[config.mk]
export PLATFORM = sky130hd
export DESIGN_NAME = vend_dispense_sequencer_flat
export DESIGN_NICKNAME = d
export VERILOG_FILES = /design/src/rtl/vend_pkg.sv /design/src/rtl/vend_dispense_sequencer_if.sv /design/src/rtl/vend_dispense_sequencer_state_sync.sv /design/src/rtl/vend_dispense_sequencer.sv /design/src/flat_wrapper.sv
export SDC_FILE = /design/constraint.sdc
export NUM_CORES = 1
export LEC_CHECK = 0
export CORE_ASPECT_RATIO = 2
export CORE_MARGIN = 4
export CORE_UTILIZATION = 35
export CTS_BUF_LIST = sky130_fd_sc_hd__clkbuf_8
export CTS_CLUSTER_SIZE = 30
export DETAILED_ROUTE_END_ITERATION = 6
export PLACE_DENSITY_LB_ADDON = 0.2
export SETUP_SLACK_MARGIN = 0.1
export SLEW_MARGIN = 20
export SYNTH_ARGS = -nofsm -noshare
export SYNTH_HDL_FRONTEND = slang
export SYNTH_HIERARCHICAL = 1
export SYNTH_SLANG_ARGS = --single-unit
[constraint.sdc]
create_clock -name clock_50MHz -period 6.19 [get_ports clock_50MHz]
set_input_delay 1.857 -clock clock_50MHz [delete_from_list [all_inputs] [get_ports clock_50MHz]]
set_output_delay 1.857 -clock clock_50MHz [all_outputs]
set_load 0.05 [all_outputs]
[src/rtl/vend_pkg.sv]
// Shared types and default timing for the vending dispense sequencer.
// The credit is the machine state itself: a 4-bit count of nickels.
package vend_pkg;

   typedef logic [3:0] credit_t;

   typedef enum logic [2:0] {
      IDLE,
      DISPENSE,
      GAP_D,
      CHANGE,
      GAP_C,
      DONE,
      REARM
   } vend_state_e;

   // Defaults assume a 50 MHz clock.
   localparam int DEF_PRICE_NICKELS   = 5;
   localparam int DEF_DISPENSE_CYCLES = 25_000_000;
   localparam int DEF_PULSE_CYCLES    = 5_000_000;
   localparam int DEF_GAP_CYCLES      = 5_000_000;

   // Sizes the shared down-counter so it can hold the longest interval.
   function automatic int max3(input int a, input int b, input int c);
      int m;
      m = a;
      if (b > m) m = b;
      if (c > m) m = c;
      return m;
   endfunction

endpackage

[src/rtl/vend_dispense_sequencer_if.sv]
// Bundles the state tap from the vending state register with the
// sequencer's actuator drives and status.
// master = state-register side, slave = dispense sequencer.
import vend_pkg::*;

interface vend_dispense_sequencer_if;

   credit_t sflipflop;
   logic    dispense;
   logic    change_nickel;
   logic    busy;
   logic    vend_done;
   credit_t change_left;

   modport master (
      output sflipflop,
      input  dispense,
      input  change_nickel,
      input  busy,
      input  vend_done,
      input  change_left
   );

   modport slave (
      input  sflipflop,
      output dispense,
      output change_nickel,
      output busy,
      output vend_done,
      output change_left
   );

endinterface

[src/rtl/vend_dispense_sequencer_state_sync.sv]
// Brings a multi-bit state value from another clock domain into this one.
// Two flops resolve metastability. A third flop lets us see whether the
// value held still for a cycle. Only a value that matches its previous
// sample is passed on, so half-changed codes never reach q.
module state_sync #(
   parameter int WIDTH = 4
) (
   input  logic             clk,
   input  logic             rst,
   input  logic [WIDTH-1:0] d,
   output logic [WIDTH-1:0] q
);

   logic [WIDTH-1:0] s1;
   logic [WIDTH-1:0] s2;
   logic [WIDTH-1:0] s3;

   // Synchronizer chain plus stability-qualified capture of the value.
   always_ff @(posedge clk or posedge rst) begin
      if (rst) begin
         s1 <= '0;
         s2 <= '0;
         s3 <= '0;
         q  <= '0;
      end else begin
         s1 <= d;
         s2 <= s1;
         s3 <= s2;
         if (s2 == s3) begin
            q <= s2;
         end
      end
   end

endmodule

[src/rtl/vend_dispense_sequencer.sv]
// Watches the vending machine's credit (its state register) and, once the
// price is reached, runs the dispense motor, then returns change one
// nickel at a time. It then waits for the credit to fall below the price
// before it can vend again.
import vend_pkg::*;

module vend_dispense_sequencer #(
   parameter int PRICE_NICKELS   = DEF_PRICE_NICKELS,
   parameter int DISPENSE_CYCLES = DEF_DISPENSE_CYCLES,
   parameter int PULSE_CYCLES    = DEF_PULSE_CYCLES,
   parameter int GAP_CYCLES      = DEF_GAP_CYCLES
) (
   input logic                      clock_50MHz,
   input logic                      async_Reset,
   vend_dispense_sequencer_if.slave bus
);

   localparam int MAX_CYCLES = max3(DISPENSE_CYCLES, PULSE_CYCLES, GAP_CYCLES);
   localparam int CNT_W      = $clog2(MAX_CYCLES + 1);

   localparam credit_t          PRICE    = credit_t'(PRICE_NICKELS);
   localparam logic [CNT_W-1:0] LOAD_DSP = CNT_W'(DISPENSE_CYCLES - 1);
   localparam logic [CNT_W-1:0] LOAD_PLS = CNT_W'(PULSE_CYCLES - 1);
   localparam logic [CNT_W-1:0] LOAD_GAP = CNT_W'(GAP_CYCLES - 1);

   credit_t          credit_q;
   vend_state_e      state;
   vend_state_e      state_n;
   logic [CNT_W-1:0] cnt;
   logic [CNT_W-1:0] cnt_n;
   credit_t          change_q;
   credit_t          change_n;
   logic             dispense_q;
   logic             change_nickel_q;
   logic             busy_q;
   logic             vend_done_q;

   state_sync #(
      .WIDTH(4)
   ) u_state_sync (
      .clk(clock_50MHz),
      .rst(async_Reset),
      .d  (bus.sflipflop),
      .q  (credit_q)
   );

   // Next-state logic. Each interval loads the counter with its length
   // minus one when the state is entered, and leaves the state when the
   // counter reaches zero. Change owed is fixed when the vend is triggered.
   always_comb begin
      state_n  = state;
      cnt_n    = cnt;
      change_n = change_q;
      case (state)
         IDLE: begin
            if (credit_q >= PRICE) begin
               state_n  = DISPENSE;
               cnt_n    = LOAD_DSP;
               change_n = credit_q - PRICE;
            end
         end
         DISPENSE: begin
            if (cnt == '0) begin
               state_n = GAP_D;
               cnt_n   = LOAD_GAP;
            end else begin
               cnt_n = cnt - CNT_W'(1);
            end
         end
         GAP_D, GAP_C: begin
            if (cnt == '0) begin
               if (change_q != '0) begin
                  state_n = CHANGE;
                  cnt_n   = LOAD_PLS;
               end else begin
                  state_n = DONE;
               end
            end else begin
               cnt_n = cnt - CNT_W'(1);
            end
         end
         CHANGE: begin
            if (cnt == '0) begin
               state_n  = GAP_C;
               cnt_n    = LOAD_GAP;
               change_n = change_q - credit_t'(1);
            end else begin
               cnt_n = cnt - CNT_W'(1);
            end
         end
         DONE: begin
            state_n = REARM;
         end
         REARM: begin
            if (credit_q < PRICE) begin
               state_n = IDLE;
            end
         end
         default: begin
            state_n = IDLE;
         end
      endcase
   end

   // State, counter and output registers. The outputs are decoded from the
   // next state, so every drive changes on the same edge as its state and
   // leaves a flop with no glitches. Reset clears everything at once.
   always_ff @(posedge clock_50MHz or posedge async_Reset) begin
      if (async_Reset) begin
         state           <= IDLE;
         cnt             <= '0;
         change_q        <= '0;
         dispense_q      <= 1'b0;
         change_nickel_q <= 1'b0;
         busy_q          <= 1'b0;
         vend_done_q     <= 1'b0;
      end else begin
         state           <= state_n;
         cnt             <= cnt_n;
         change_q        <= change_n;
         dispense_q      <= (state_n == DISPENSE);
         change_nickel_q <= (state_n == CHANGE);
         busy_q          <= (state_n != IDLE);
         vend_done_q     <= (state_n == DONE);
      end
   end

   assign bus.dispense      = dispense_q;
   assign bus.change_nickel = change_nickel_q;
   assign bus.busy          = busy_q;
   assign bus.vend_done     = vend_done_q;
   assign bus.change_left   = change_q;

endmodule

[src/flat_wrapper.sv]
// flat-port wrapper written by rule: the top's interface ports become plain ports
module vend_dispense_sequencer_flat 
#(
   parameter int PRICE_NICKELS   = DEF_PRICE_NICKELS,
   parameter int DISPENSE_CYCLES = DEF_DISPENSE_CYCLES,
   parameter int PULSE_CYCLES    = DEF_PULSE_CYCLES,
   parameter int GAP_CYCLES      = DEF_GAP_CYCLES
)
  (clock_50MHz, async_Reset, bus_sflipflop, bus_dispense, bus_change_nickel, bus_busy, bus_vend_done, bus_change_left);
  vend_dispense_sequencer_if bus_i ();
  input logic clock_50MHz;
  input logic async_Reset;
  input wire logic [$bits(bus_i.sflipflop)-1:0] bus_sflipflop;
  output wire logic [$bits(bus_i.dispense)-1:0] bus_dispense;
  output wire logic [$bits(bus_i.change_nickel)-1:0] bus_change_nickel;
  output wire logic [$bits(bus_i.busy)-1:0] bus_busy;
  output wire logic [$bits(bus_i.vend_done)-1:0] bus_vend_done;
  output wire logic [$bits(bus_i.change_left)-1:0] bus_change_left;
  assign bus_i.sflipflop = bus_sflipflop;
  assign bus_dispense = bus_i.dispense;
  assign bus_change_nickel = bus_i.change_nickel;
  assign bus_busy = bus_i.busy;
  assign bus_vend_done = bus_i.vend_done;
  assign bus_change_left = bus_i.change_left;
  vend_dispense_sequencer #(.PRICE_NICKELS(PRICE_NICKELS), .DISPENSE_CYCLES(DISPENSE_CYCLES), .PULSE_CYCLES(PULSE_CYCLES), .GAP_CYCLES(GAP_CYCLES)) u_core (.clock_50MHz(clock_50MHz), .async_Reset(async_Reset), .bus(bus_i));
endmodule
Yosys cells after proc, flatten, opt, wreduce, memory -nomap -nowiden
Index checks and enable logic that the tools add are counted.
Word-level totals
  output and inout port bits: 8
  input bits: 6
  register bits: 52
  word-level logic and storage cells: 54
Operators by class
  $add $sub $neg: 3
  reduce and logical (&&, ||, !) cells: 10
  $lt $le $gt $ge: 2
  equality and inequality tests: 13
  multiplexer cells: 15
Operator list (count)
  25-bit two-way mux: 4
  25-bit case mux with 3 select lines: 1
  25-bit zero test: 1
  25-bit by 1-bit subtractor with 25-bit output (second input constant): 1
  3-bit two-way mux: 6
  3-bit case mux with 6 select lines: 1
  3-bit equality test (second input constant): 4
  3-bit by 2-bit equality test with 1-bit output (second input constant): 3
  4-bit two-way mux: 2
  4-bit case mux with 2 select lines: 1
  3-bit by 1-bit equality test with 1-bit output (second input constant): 2
  3-bit AND reduction: 2
  3-bit nonzero test: 2
  4-bit equality test: 1
  4-bit by 3-bit >= comparator with 1-bit output (second input constant): 1
  4-bit by 3-bit less-than comparator with 1-bit output (second input constant): 1
  2-bit by 1-bit != test with 1-bit output (second input constant): 2
  4-bit nonzero test: 1
  2-bit OR reduction: 2
  4-bit by 1-bit subtractor with 4-bit output (second input constant): 1
  4-bit by 3-bit subtractor with 4-bit output (second input constant): 1
  3-bit zero test: 1
  3-bit != test (second input constant): 1
  2-bit nonzero test: 1

Longest topological paths before layout
Gate-level depths: netlist of run 1.
  depth after elaboration: 5
  gate-level depth with buffers: 8
  gate-level depth less buffers: 7

Cells and area by module
The synthesis of run 1 kept the hierarchy.
By module, submodules not included
  vend_dispense_sequencer: cells each 272, area each 2416.1 µm², times used 1, sequential area each 900.9 µm²
  state_sync: cells each 26, area each 496.7 µm², times used 1, sequential area each 400.4 µm²

Worst setup path after synthesis of run 1
Ideal clock, no wire load.
  path type: reg2reg
  from: reg u_core.change_q[0], in the netlist u_core/bus.change_left[0]
  to: reg u_core.cnt[5]
  cell stages (with the launch flop): 8
  arrival: 2.700 ns
  slack: 3.364 ns
  cell sequence: dfrtp_1 -> inv_1 -> ha_1 -> or3b_2 -> and3_1 -> o311ai_1 -> nand2_1 -> o32a_1
Between the ends
  longest elaborated chain between the ends: 3
Ends and longest elaborated chain
  start, declared: line vend_dispense_sequencer.sv:31  | credit_t change_q;
  start signal, assigned: line vend_dispense_sequencer.sv:120  | change_q <= change_n;
  4-bit nonzero test: line vend_dispense_sequencer.sv:72  | if (change_q != '0) begin
  3-bit != test (no line)
  3-bit AND reduction (no line)
  end signal, assigned: line vend_dispense_sequencer.sv:119  | cnt <= cnt_n;
  end, declared: line vend_dispense_sequencer.sv:29  | logic [CNT_W-1:0] cnt;
No other way between the ends.
A chain may end at the register's enable or synchronous reset.

Worst setup path in the final report of run 1
  from: reg u_core.change_q[2], in the netlist u_core/bus.change_left[2]
  to: out bus_change_left[2]
RTL lines
  end, declared: line flat_wrapper.sv:18  | output wire logic [$bits(bus_i.change_left)-1:0] bus_change_left;
No word-level cell between the ends.

==> results of run 1 <==
-- registers in the layout (all words and copies together) (netlist names) --
name,count
u_core/u_state_sync/s3,4
u_core/state,3
u_core/bus.change_nickel,1
u_core/bus.dispense,1
u_core/bus.busy,1
u_core/u_state_sync/q,4
u_core/bus.change_left,4
u_core/u_state_sync/s2,4
u_core/cnt,25
u_core/u_state_sync/s1,4
u_core/bus.vend_done,1
-- cell usage after synthesis, types with 3 or more instances --
master,n
a21o_1,3
a21oi_1,17
mux2i_1,9
nand2b_1,3
o22ai_1,3
dfrtp_1,52
a22o_1,4
and3_1,6
o31a_1,3
ha_1,5
o21ai_0,11
or4_1,9
nor2b_1,4
mux2_2,6
inv_1,18
clkbuf_1,8
nand2_1,11
nor2_1,11
xnor2_1,6
a2111oi_0,5
o31ai_1,9
nand4_1,3
nor3b_1,3
nor3_1,18
or3_1,8
nor4_1,7
a211oi_1,6
buf_2,3
nand3_1,11
-- metrics by stage --
stage	util, %	setup WS (ns)	std cells	power (W)	hold WS, ns
floorplan	-	3.364	298	0.0008027	0.3312
global placement	39.27	3.003	399	0.0009002	0.3354
detailed placement	39.27	2.963	399	0.0009130	0.3380
CTS	40.46	2.701	407	0.001125	0.3655
global route	40.46	2.672	407	0.001189	0.3673
finish	40.46	2.719	407	0.001116	0.3616
-- logic make-up (layout without fill, tap and decap cells) --
| logic type | count (synthesis) | count (layout) | share of synthesized area [%] |
|---|---|---|---|
| xor gates and xnor gates | 8 | 8 | 2.406 |
| and+or+nand+nor | 104 | 104 | 20.79 |
| adders and majority gates | 5 | 5 | 2.148 |
| muxes | 15 | 15 | 5.412 |
| buffers and inverters | 30 | 43 | 4.252 |
| AOI/OAI and AO/OA | 84 | 84 | 20.32 |
| DFF | 52 | 52 | 44.67 |
-- worst register-to-register path, stage by stage, from the launching register on --
cell	delay [ns]
dfrtp_1	0.44
or4_4	0.59
or4_4	0.62
o211ai_2	0.81
mux2_2	0.43
a211o_1	0.28
-- area by class of cell --
cell class	instances	area (um2)
Inverter	18	67.56
Sequential cell	52	1301
Tap cell	96	120.1
Timing Repair Buffer	17	160.2
Clock inverter	3	26.28
Multi-Input combinational cell	216	1493
Clock buffer	5	68.82
Fill cell	793	4763
-- where the power goes --
part           total, W  switching, W  leakage, nW  internal [W]
clock          0.000210      0.000126       0.0491     0.0000835
combinational  0.000354      0.000195        0.617      0.000159
sequential     0.000552      0.000122        0.596      0.000430
-- cell usage in the layout, fill, tap and decap left out, types with 3 or more instances in the layout --
| cell type | count |
|---|---|
| inv_1 | 18 |
| nand2b_1 | 3 |
| nor4_1 | 7 |
| nor2_1 | 11 |
| and3_1 | 6 |
| o31ai_1 | 9 |
| a21o_1 | 3 |
| nand2_1 | 11 |
| o21ai_0 | 11 |
| a22o_1 | 4 |
| nand3_1 | 11 |
| nor2b_1 | 4 |
| clkbuf_8 | 5 |
| o22ai_1 | 3 |
| nor3b_1 | 3 |
| mux2i_1 | 9 |
| mux2_2 | 6 |
| clkdlybuf4s50_1 | 13 |
| or4_1 | 9 |
| o31a_1 | 3 |
| buf_4 | 4 |
| a21oi_1 | 17 |
| ha_1 | 5 |
| dfrtp_1 | 52 |
| a2111oi_0 | 5 |
| or3_1 | 8 |
| a211oi_1 | 6 |
| nand4_1 | 3 |
| xnor2_1 | 6 |
| nor3_1 | 17 |
-- worst paths after layout --
kind | startpoint | to | slack, ns | cells past startpoint
setup / recovery | u_core/bus.change_left[2] | bus_change_left[2] | 2.72 | 1
hold / removal | u_core/u_state_sync/s1[3] | u_core/u_state_sync/s2[3] | 0.36 | 0
setup reg to reg | u_core/cnt[16] | u_core/cnt[20] | 2.91 | 5
hold reg to reg | u_core/u_state_sync/s1[3] | u_core/u_state_sync/s2[3] | 0.36 | 0
max in group asynchronous | async_Reset | u_core/bus.change_left[2] | 3.86 | 3
min in group asynchronous | async_Reset | u_core/u_state_sync/s2[1] | 1.93 | 2
-- layer usage --
layer	track usage [%]	vias to the layer above	routed length (um)	share of wire, %
li1	-	1161	-	-
met1	15.70	1195	2653	35
met2	31.88	50	4427	58
met3	2.647	18	173	2.3
met4	10.06	0	417	5.4
met5	0	-	0	0
==> key figures, run 1 <==
Worst setup path
  – Worst setup EP type: output port
  – Worst setup SP type: register
  – Worst-path fanout max: 7
  – Worst EP required: 4.33 ns
  – Crit-path leading delay family: buffers and inverters
  – Slowest cell on crit path: clkdlybuf4s50_1
  – Crit path buffers/inverters: 1
  – CP arrival: 1.61 ns
  – Kind of critical path: reg -> out
  – CP Cell Sequence: clkdlybuf4s50_1
  – CP max stage delay: 0.84 ns

STA
  – Clock skew: 0.006214 ns
  – Slew Viols, Final: 0
  – Fin Setup TNS: 0 ns
  – Slew @ Worst Pin: 0.9626 ns
  – Slew margin rel.: 35.64%
  – Period utilisation layout: 56.08%
  – Fin crit period: 3.471 ns
  – # setup viols final: 0
  – Fin. Hold Viols: 0
  – Unrepaired setup endpoints after global routing: no
  – Maximum clock rate: 0.2881 GHz

Pwr
  – Pwr dens: 344.8 nW/um2
  – Maximum vdd drop: 0.0001935 V
  – Leakage: 1.262 nW

Synth
  – Cell area after synthesis: 2913 um2
  – Synth Area per Inst: 9.774 um2
  – Synth area leader: dfrtp_1
  – Post-synth EDFFs: 0
  – Yosys reg bits: 52
  – Ys async rst share: 100.0%
  – Synth cell types: 55
  – Cell count after synthesis: 298
  – Synthesized Nets: 309
  – Seq/Total Area, Yosys: 44.67%
  – Yosys top cell area share: 44.67%
  – Main synth FF type: dfrtp_1
  – YS warnings: 6
  – Synth area leaders: dfrtp_1 (45%), mux2i_1 (3.1%), nor3_1 (3.1%)

Placement
  – Port bufs: 13
  – Dpl cell area: 3142 um2
  – GP Congestion: 0.8279
  – DP HPWL: 5868 um

Floorplan
  – Rows: 46
  – Io pins: 14
  – Starting Density: 36.41%
  – Total die area: 9934 um2
  – Die width: 72.51 um
  – Chip height: 137.0 um
  – Core area: 8000 um2

Route
  – Final WL: 7671 um
  – Post-route ant nets: 0
  – Drt first pass iters: 5
  – Routed len/inst: 18.85 um
  – Via count: 2,424
  – DR DRC count: 0
  – Initial DRC count: 144
  – Via density per instance: 5.956

Finish
  – Nets: 321
  – ANT cells: 0
  – Final instance area: 3237 um2
  – Area grow syn2layout: 11.13%
  – Share of cells above drive strength 1: 9.003%

Min path
  – Min-Delay Path Class: reg -> reg

Clocking
  – Worst-skew pair later-pin latency: 0.32 ns
  – # hold bufs at CTS: 0
  – Postcts setup bufs: 0
  – Max H-tree Level: 2
  – Root Driver: clkbuf_8
  – Total CTS buffers: 5
  – CTS tree: yes
  – CTS resizes: 0
  – Clock sinks: 52
  – Max clock buf depth: 2
  – Clock transition at path regs: 0.10 ns

Global routing
  – GR Util All Layers: 16.58%
  – Vias in the first global route: 2,432
  – First-pass GRT wire length: 12,430 um
  – Initial antenna violation count: 0
  – Total grt overflow: 0
  – Largest net degree at the start of global routing: 37

Run
  – Max-cap violations: 0

Status
  – Status: completed
Note: power is estimated with default switching activity, not from simulation.
==> inputs of run 2 (changes only) <==
clock period = 3.35 ns   (was 6.19 ns; I/O delays follow)
==> run 2 against run 1 <==
Against the previous run:
- sequential cell count unchanged
- critical path type is now reg -> reg
- worst hold slack better by 0.0013 ns
- count of clock-buffer cells in the layout unchanged
- power up 86%
- sequential power up 87%
==> key figures, run 2 (synthesized netlist as in run 1, its figures left out) <==
Status
  – Status: completed

Route
  – Drt first pass iters: 4 (-1)
  – Post-route ant nets: 0 (unchanged)
  – DR DRC count: 0 (unchanged)
  – Via count: 2,481 (+2.4%)
  – Routed len/inst: 18.83 um (-0.12%)
  – Initial DRC count: 110 (-24%)
  – Final WL: 7888 um (+2.8%)
  – Via density per instance: 5.921 (-0.58%)

Worst setup path
  – Crit-path leading delay family: simple AND/OR/NAND/NOR gates
  – Worst EP required: 3.56 ns (-0.77 ns)
  – CP max stage delay: 0.62 ns (-0.22 ns)
  – Worst setup EP type: register
  – R2R Setup Slk: 0.44 ns (-2.47 ns)
  – CP Cell Sequence: or4_4 > or4_4 > o211ai_2 > buf_4 > a22oi_1 > o2bb2a_1
  – Cell mode on critical path: or4_4
  – Worst-path fanout max: 13 (+6)
  – Slowest cell on crit path: or4_4
  – Kind of critical path: reg -> reg
  – CP arrival: 3.12 ns (+1.51 ns)
  – Crit path buffers/inverters: 1 (unchanged)
  – Worst setup SP type: register

Min path
  – Min-Delay Path Class: reg -> reg

Finish
  – Nets: 333 (+3.7%)
  – Non-filler cells, final: 419 (+2.9%)
  – Reg with most FFs: u_core/cnt
  – Commonest non-fill, non-tap cells in the layout: dfrtp_1 (52), inv_1 (18), nor3_1 (17), a21oi_1 (17), buf_4 (16)
  – Share of cells above drive strength 1: 12.38% (+3.4 points)
  – ANT cells: 0 (unchanged)
  – Area of the multi-input gates: 1493 um2 (unchanged)
  – Area grow syn2layout: 14.30%
  – Most common cell after layout, fill and taps aside: dfrtp_1
  – Register Area: 1301 um2 (unchanged)
  – Fill count: 785 (-1.0%)
  – Max FFs per register: 25 (unchanged)

STA
  – Maximum clock rate: 0.3440 GHz
  – Fin. Hold Viols: 0 (unchanged)
  – Fin Setup TNS: 0 ns (unchanged)
  – Slew Viols, Final: 0 (unchanged)
  – Clock skew: 0.008895 ns (+0.002681 ns)
  – Period utilisation layout: 86.78%
  – Final setup margin: 0.4427 ns (-2.276 ns)
  – Unrepaired setup endpoints after global routing: no
  – Slew @ Worst Pin: 0.7772 ns (-0.1854 ns)
  – Fin crit period: 2.907 ns
  – # setup viols final: 0 (unchanged)
  – Slew margin rel.: 48.18% (+13 points)

Clocking
  – Total CTS buffers: 5 (unchanged)
  – Clock sinks: 52 (unchanged)
  – # hold bufs at CTS: 0 (unchanged)
  – Clock transition at path regs: 0.11 ns (about the same)
  – Postcts setup bufs: 0 (unchanged)
  – CTS tree: yes
  – CTS resizes: 0 (unchanged)
  – Max clock buf depth: 2 (unchanged)
  – Root Driver: clkbuf_8
  – Worst-skew pair later-pin latency: 0.32 ns (about the same)
  – Max H-tree Level: 2 (unchanged)

Placement
  – Placed Cells: 411 (+3.0%)
  – GP Congestion: 0.8736 (+5.5%)
  – DP HPWL: 6062 um (+3.3%)
  – Port bufs: 13 (unchanged)
  – Dpl ws: 0.5033 ns (-2.460 ns)

Pwr
  – Design Power: 0.002080 W (+86%)
  – Leakage: 1.323 nW (+4.8%)
  – Maximum vdd drop: 0.0004036 V (+110%)
  – Pwr dens: 624.7 nW/um2 (+81%)

Floorplan
  – Die width: 72.51 um (unchanged)
  – Rows: 46 (unchanged)
  – Total die area: 9934 um2 (unchanged)
  – Core area: 8000 um2 (unchanged)
  – Chip height: 137.0 um (unchanged)
  – Starting Density: 36.41% (unchanged)
  – Io pins: 14 (unchanged)

Global routing
  – Total grt overflow: 0 (unchanged)
  – GR Util All Layers: 17.17% (+0.59 points)
  – Initial antenna violation count: 0 (unchanged)
  – Vias in the first global route: 2,609 (+7.3%)
  – Largest net degree at the start of global routing: 37 (unchanged)
  – First-pass GRT wire length: 13,030 um (+4.8%)

Run
  – Max-cap violations: 0 (unchanged)
[run 2: cell count changes in the layout (fill, tap and decap cells not counted), sizes merged]
cell,change
clkinv,-1
buf,+12
inv,+1
[run 2: layout make-up]
class	instances	area share, %
clock buffers	5	2.067
clock inverters	3	0.8643
inverters	18	2.029
multi-input cells	216	44.83
flip-flops and latches	52	39.08
well taps	96	3.608
repair buffers	29	7.516
[run 2: worst reg2reg max path, stage by stage, from the launching register on]
cell and delay, ns:
dfrtp_1 0.45, or4_4 0.59, or4_4 0.62, o211ai_2 0.44, buf_4 0.30, a22oi_1 0.11
o2bb2a_1 0.30
[run 2: power by group]
group | switching [W] | leakage [nW] | internal [W]
logic | 0.000355 | 0.676 | 0.000294
clock network | 0.000238 | 0.0511 | 0.000158
registers | 0.000240 | 0.596 | 0.000794
[run 2: path summary, 6_finish.rpt]
| check | start | endpoint | cells after the start |
|---|---|---|---|
| min | u_core/u_state_sync/s1[1] | u_core/u_state_sync/s2[1] | 0 |
| max reg2reg | u_core/cnt[16] | u_core/cnt[9] | 6 |
| min in group asynchronous | async_Reset | u_core/u_state_sync/s2[1] | 2 |
| max in group asynchronous | async_Reset | u_core/cnt[6] | 3 |
| max | u_core/cnt[16] | u_core/cnt[9] | 6 |
| min reg2reg | u_core/u_state_sync/s1[1] | u_core/u_state_sync/s2[1] | 0 |
[run 2: per-layer routing]
metal  track usage, %  share of wire, %  vias to the layer above
li1                 -                 -                     1190
met3            2.353               2.2                       21
met1            15.54                35                     1229
met4            8.830               3.7                        0
met5                0                 0                        -
met2            34.87                59                       41
[run 2: per-stage QoR]
| stage | utilization [%] | cell area, um2 | hold WS (ns) |
|---|---|---|---|
| floorplan | - | 2913 | 0.3312 |
| global placement | 40.40 | 3232 | 0.3376 |
| detailed placement | 40.40 | 3232 | 0.3378 |
| CTS | 41.62 | 3329 | 0.3711 |
| global route | 41.62 | 3329 | 0.3786 |
| finish | 41.62 | 3329 | 0.3630 |
==> inputs of run 3 (changes only) <==
CORE_MARGIN = 2   (was 4)
==> run 3 against run 2 <==
Against the previous run:
- sequential power about the same
- die area fell by 8.3%
- critical path type unchanged
- non-clock buffer count shrank 1
- maximum frequency down 2.3%
- global-route usage up 1.9 points
- highest routed layer unchanged
- first-iteration DRC count fell by 29%
- power rose by 0.12%
- clock power barely moved
- combinational power up 1%
- cell count up 0.24%
==> key figures, run 3 (synthesized netlist as in run 1, its figures left out) <==
Placement
  – GP Congestion: 0.8310 (-4.9%)
  – Port bufs: 13 (unchanged)
  – Dpl ws: 0.3359 ns (-0.1675 ns)
  – Placed Cells: 412 (+0.24%)
  – DP HPWL: 6187 um (+2.1%)

Route
  – Initial DRC count: 78 (-29%)
  – Via count: 2,452 (-1.2%)
  – Post-route ant nets: 0 (unchanged)
  – Drt first pass iters: 4 (unchanged)
  – Routed len/inst: 18.62 um (-1.1%)
  – DR DRC count: 0 (unchanged)
  – Final WL: 7819 um (-0.87%)
  – Via density per instance: 5.838 (-1.4%)

Worst setup path
  – Worst setup path start: u_core/cnt[16]
  – Critical R2R Capture: u_core/cnt[16]
  – Worst EP required: 3.57 ns (about the same)
  – CP arrival: 3.19 ns (+0.07 ns)
  – R2R Setup Slk: 0.37 ns (-0.07 ns)
  – Worst setup EP type: register
  – Kind of critical path: reg -> reg
  – Worst-path fanout max: 12 (-1)
  – R2R depth: 7 (+1)
  – R2R Path Start: u_core/cnt[16]
  – Worst setup SP type: register
  – Setup crit end: u_core/cnt[16]

Clocking
  – Max clock buf depth: 2 (unchanged)
  – Worst-skew pair later-pin latency: 0.32 ns (about the same)
  – Total CTS buffers: 5 (unchanged)
  – Root Driver: clkbuf_8
  – Clock sinks: 52 (unchanged)
  – CTS tree: yes
  – Clock transition at path regs: 0.10 ns (about the same)
  – Max H-tree Level: 2 (unchanged)
  – # hold bufs at CTS: 0 (unchanged)
  – Postcts setup bufs: 0 (unchanged)

Pwr
  – Design Power: 0.002082 W (+0.12%)
  – Maximum vdd drop: 0.0004407 V (+9.2%)
  – Leakage: 1.318 nW (-0.41%)
  – Pwr dens: 626.2 nW/um2 (+0.23%)

STA
  – Period utilisation layout: 88.81% (+2.0 points)
  – Slew Viols, Final: 0 (unchanged)
  – Slew @ Worst Pin: 0.8485 ns (+0.07125 ns)
  – Fin. Hold Viols: 0 (unchanged)
  – Maximum clock rate: 0.3361 GHz (-2.3%)
  – Fin Setup TNS: 0 ns (unchanged)
  – Slew margin rel.: 43.29% (-4.9 points)
  – Unrepaired setup endpoints after global routing: no
  – Fin crit period: 2.975 ns (+0.06803 ns)
  – Final setup margin: 0.3747 ns (-0.06803 ns)
  – Clock skew: 0.006851 ns (-0.002043 ns)
  – # setup viols final: 0 (unchanged)

Finish
  – Nets: 332 (-0.30%)
  – Area grow syn2layout: 14.18%
  – Most common cell after layout, fill and taps aside: dfrtp_1
  – Commonest non-fill, non-tap cells in the layout: dfrtp_1 (52), inv_1 (18), nor3_1 (17), a21oi_1 (17), buf_4 (15)
  – Register Area: 1301 um2 (unchanged)
  – Area of the multi-input gates: 1494 um2 (about the same)
  – Non-filler cells, final: 420 (+0.24%)
  – ANT cells: 0 (unchanged)
  – Share of cells above drive strength 1: 12.11% (-0.27 points)
  – Final core utilization: 40.69% (-0.93 points)
  – Reg with most FFs: u_core/cnt
  – Max FFs per register: 25 (unchanged)
  – Fill count: 830 (+5.7%)

Status
  – Status: completed

Global routing
  – GR Util All Layers: 19.06% (+1.9 points)
  – Vias in the first global route: 2,516 (-3.6%)
  – Total grt overflow: 0 (unchanged)
  – First-pass GRT wire length: 12,810 um (-1.7%)
  – Largest net degree at the start of global routing: 37 (unchanged)
  – Initial antenna violation count: 0 (unchanged)

Floorplan
  – Total die area: 9112 um2 (-8.3%)
  – Rows: 47 (+2.2%)
  – Core area: 8174 um2 (+2.2%)
  – Die width: 68.51 um (-5.5%)
  – Starting Density: 35.63% (-0.77 points)
  – Io pins: 14 (unchanged)
  – Chip height: 133.0 um (-2.9%)

Min path
  – Min-Delay Path Class: reg -> reg

Run
  – Max-cap violations: 0 (unchanged)
==> run 3: cell count changes in the layout (fill, tap and decap cells not counted) <==
cell	previous run	this run
buf_4	16	15
a2111oi_1	0	1
a2111oi_0	5	4
==> run 3: critical path, cell delays in order, from the launching register on <==
cell	delay [ns]
dfrtp_1	0.44
or4_4	0.59
or4_4	0.62
o211ai_2	0.49
buf_4	0.26
buf_4	0.14
nand2_1	0.09
a22o_1	0.23
==> run 3: worst min-delay path by stage <==
stage	start	end	slack, ns	cells past startpoint
2_1_floorplan	u_core/u_state_sync/s1[0]	u_core/u_state_sync/s2[0]	0.33	0
3_3_place_gp	u_core/u_state_sync/s1[1]	u_core/u_state_sync/s2[1]	0.34	0
3_5_place_dp	u_core/u_state_sync/s1[0]	u_core/u_state_sync/s2[0]	0.34	0
4_1_cts	u_core/u_state_sync/s1[1]	u_core/u_state_sync/s2[1]	0.37	0
5_1_grt	u_core/u_state_sync/s1[3]	u_core/u_state_sync/s2[3]	0.37	0
6_report	u_core/u_state_sync/s1[1]	u_core/u_state_sync/s2[1]	0.36	0
==> run 3: per-stage QoR <==
step / hold WS [ns] / cell area (um2)
after CTS: 0.3651 / 3324
after global routing: 0.3697 / 3326
after global placement: 0.3362 / 3227
after detailed placement: 0.3363 / 3227
after floorplan: 0.3312 / 2913
final: 0.3610 / 3326
==> run 3: cell type report <==
cell class,instances,area share (%)
Sequential cell,52,39.13
Clock inverter,3,0.8653
Tap cell,98,3.687
Inverter,18,2.032
Multi-Input combinational cell,216,44.92
Clock buffer,5,2.069
Timing Repair Buffer,28,7.299
==> run 3: layer usage <==
layer	vias to the layer above	track usage, %	part of all wire, %
li1	1194	-	-
met1	1194	18.51	34
met2	42	35.42	59
met3	22	2.126	1.9
met4	0	11.67	5.1
met5	-	0	0
==> run 3: report_power, final <==
group	total (W)	leakage [nW]	switching [W]	internal, W
Combinational	0.000656	0.671	0.000361	0.000295
Clock	0.000398	0.0511	0.000239	0.000158
Sequential	0.00103	0.596	0.000235	0.000794
Total	0.00208	1.32	0.000835	0.00125
==> run 3: repair_timing <==
item | 4_1_cts | 5_1_grt
gates resized for setup | 0 | 1
setup endpoints to repair | 0 | 1
hold endpoints to repair | 0 | 0
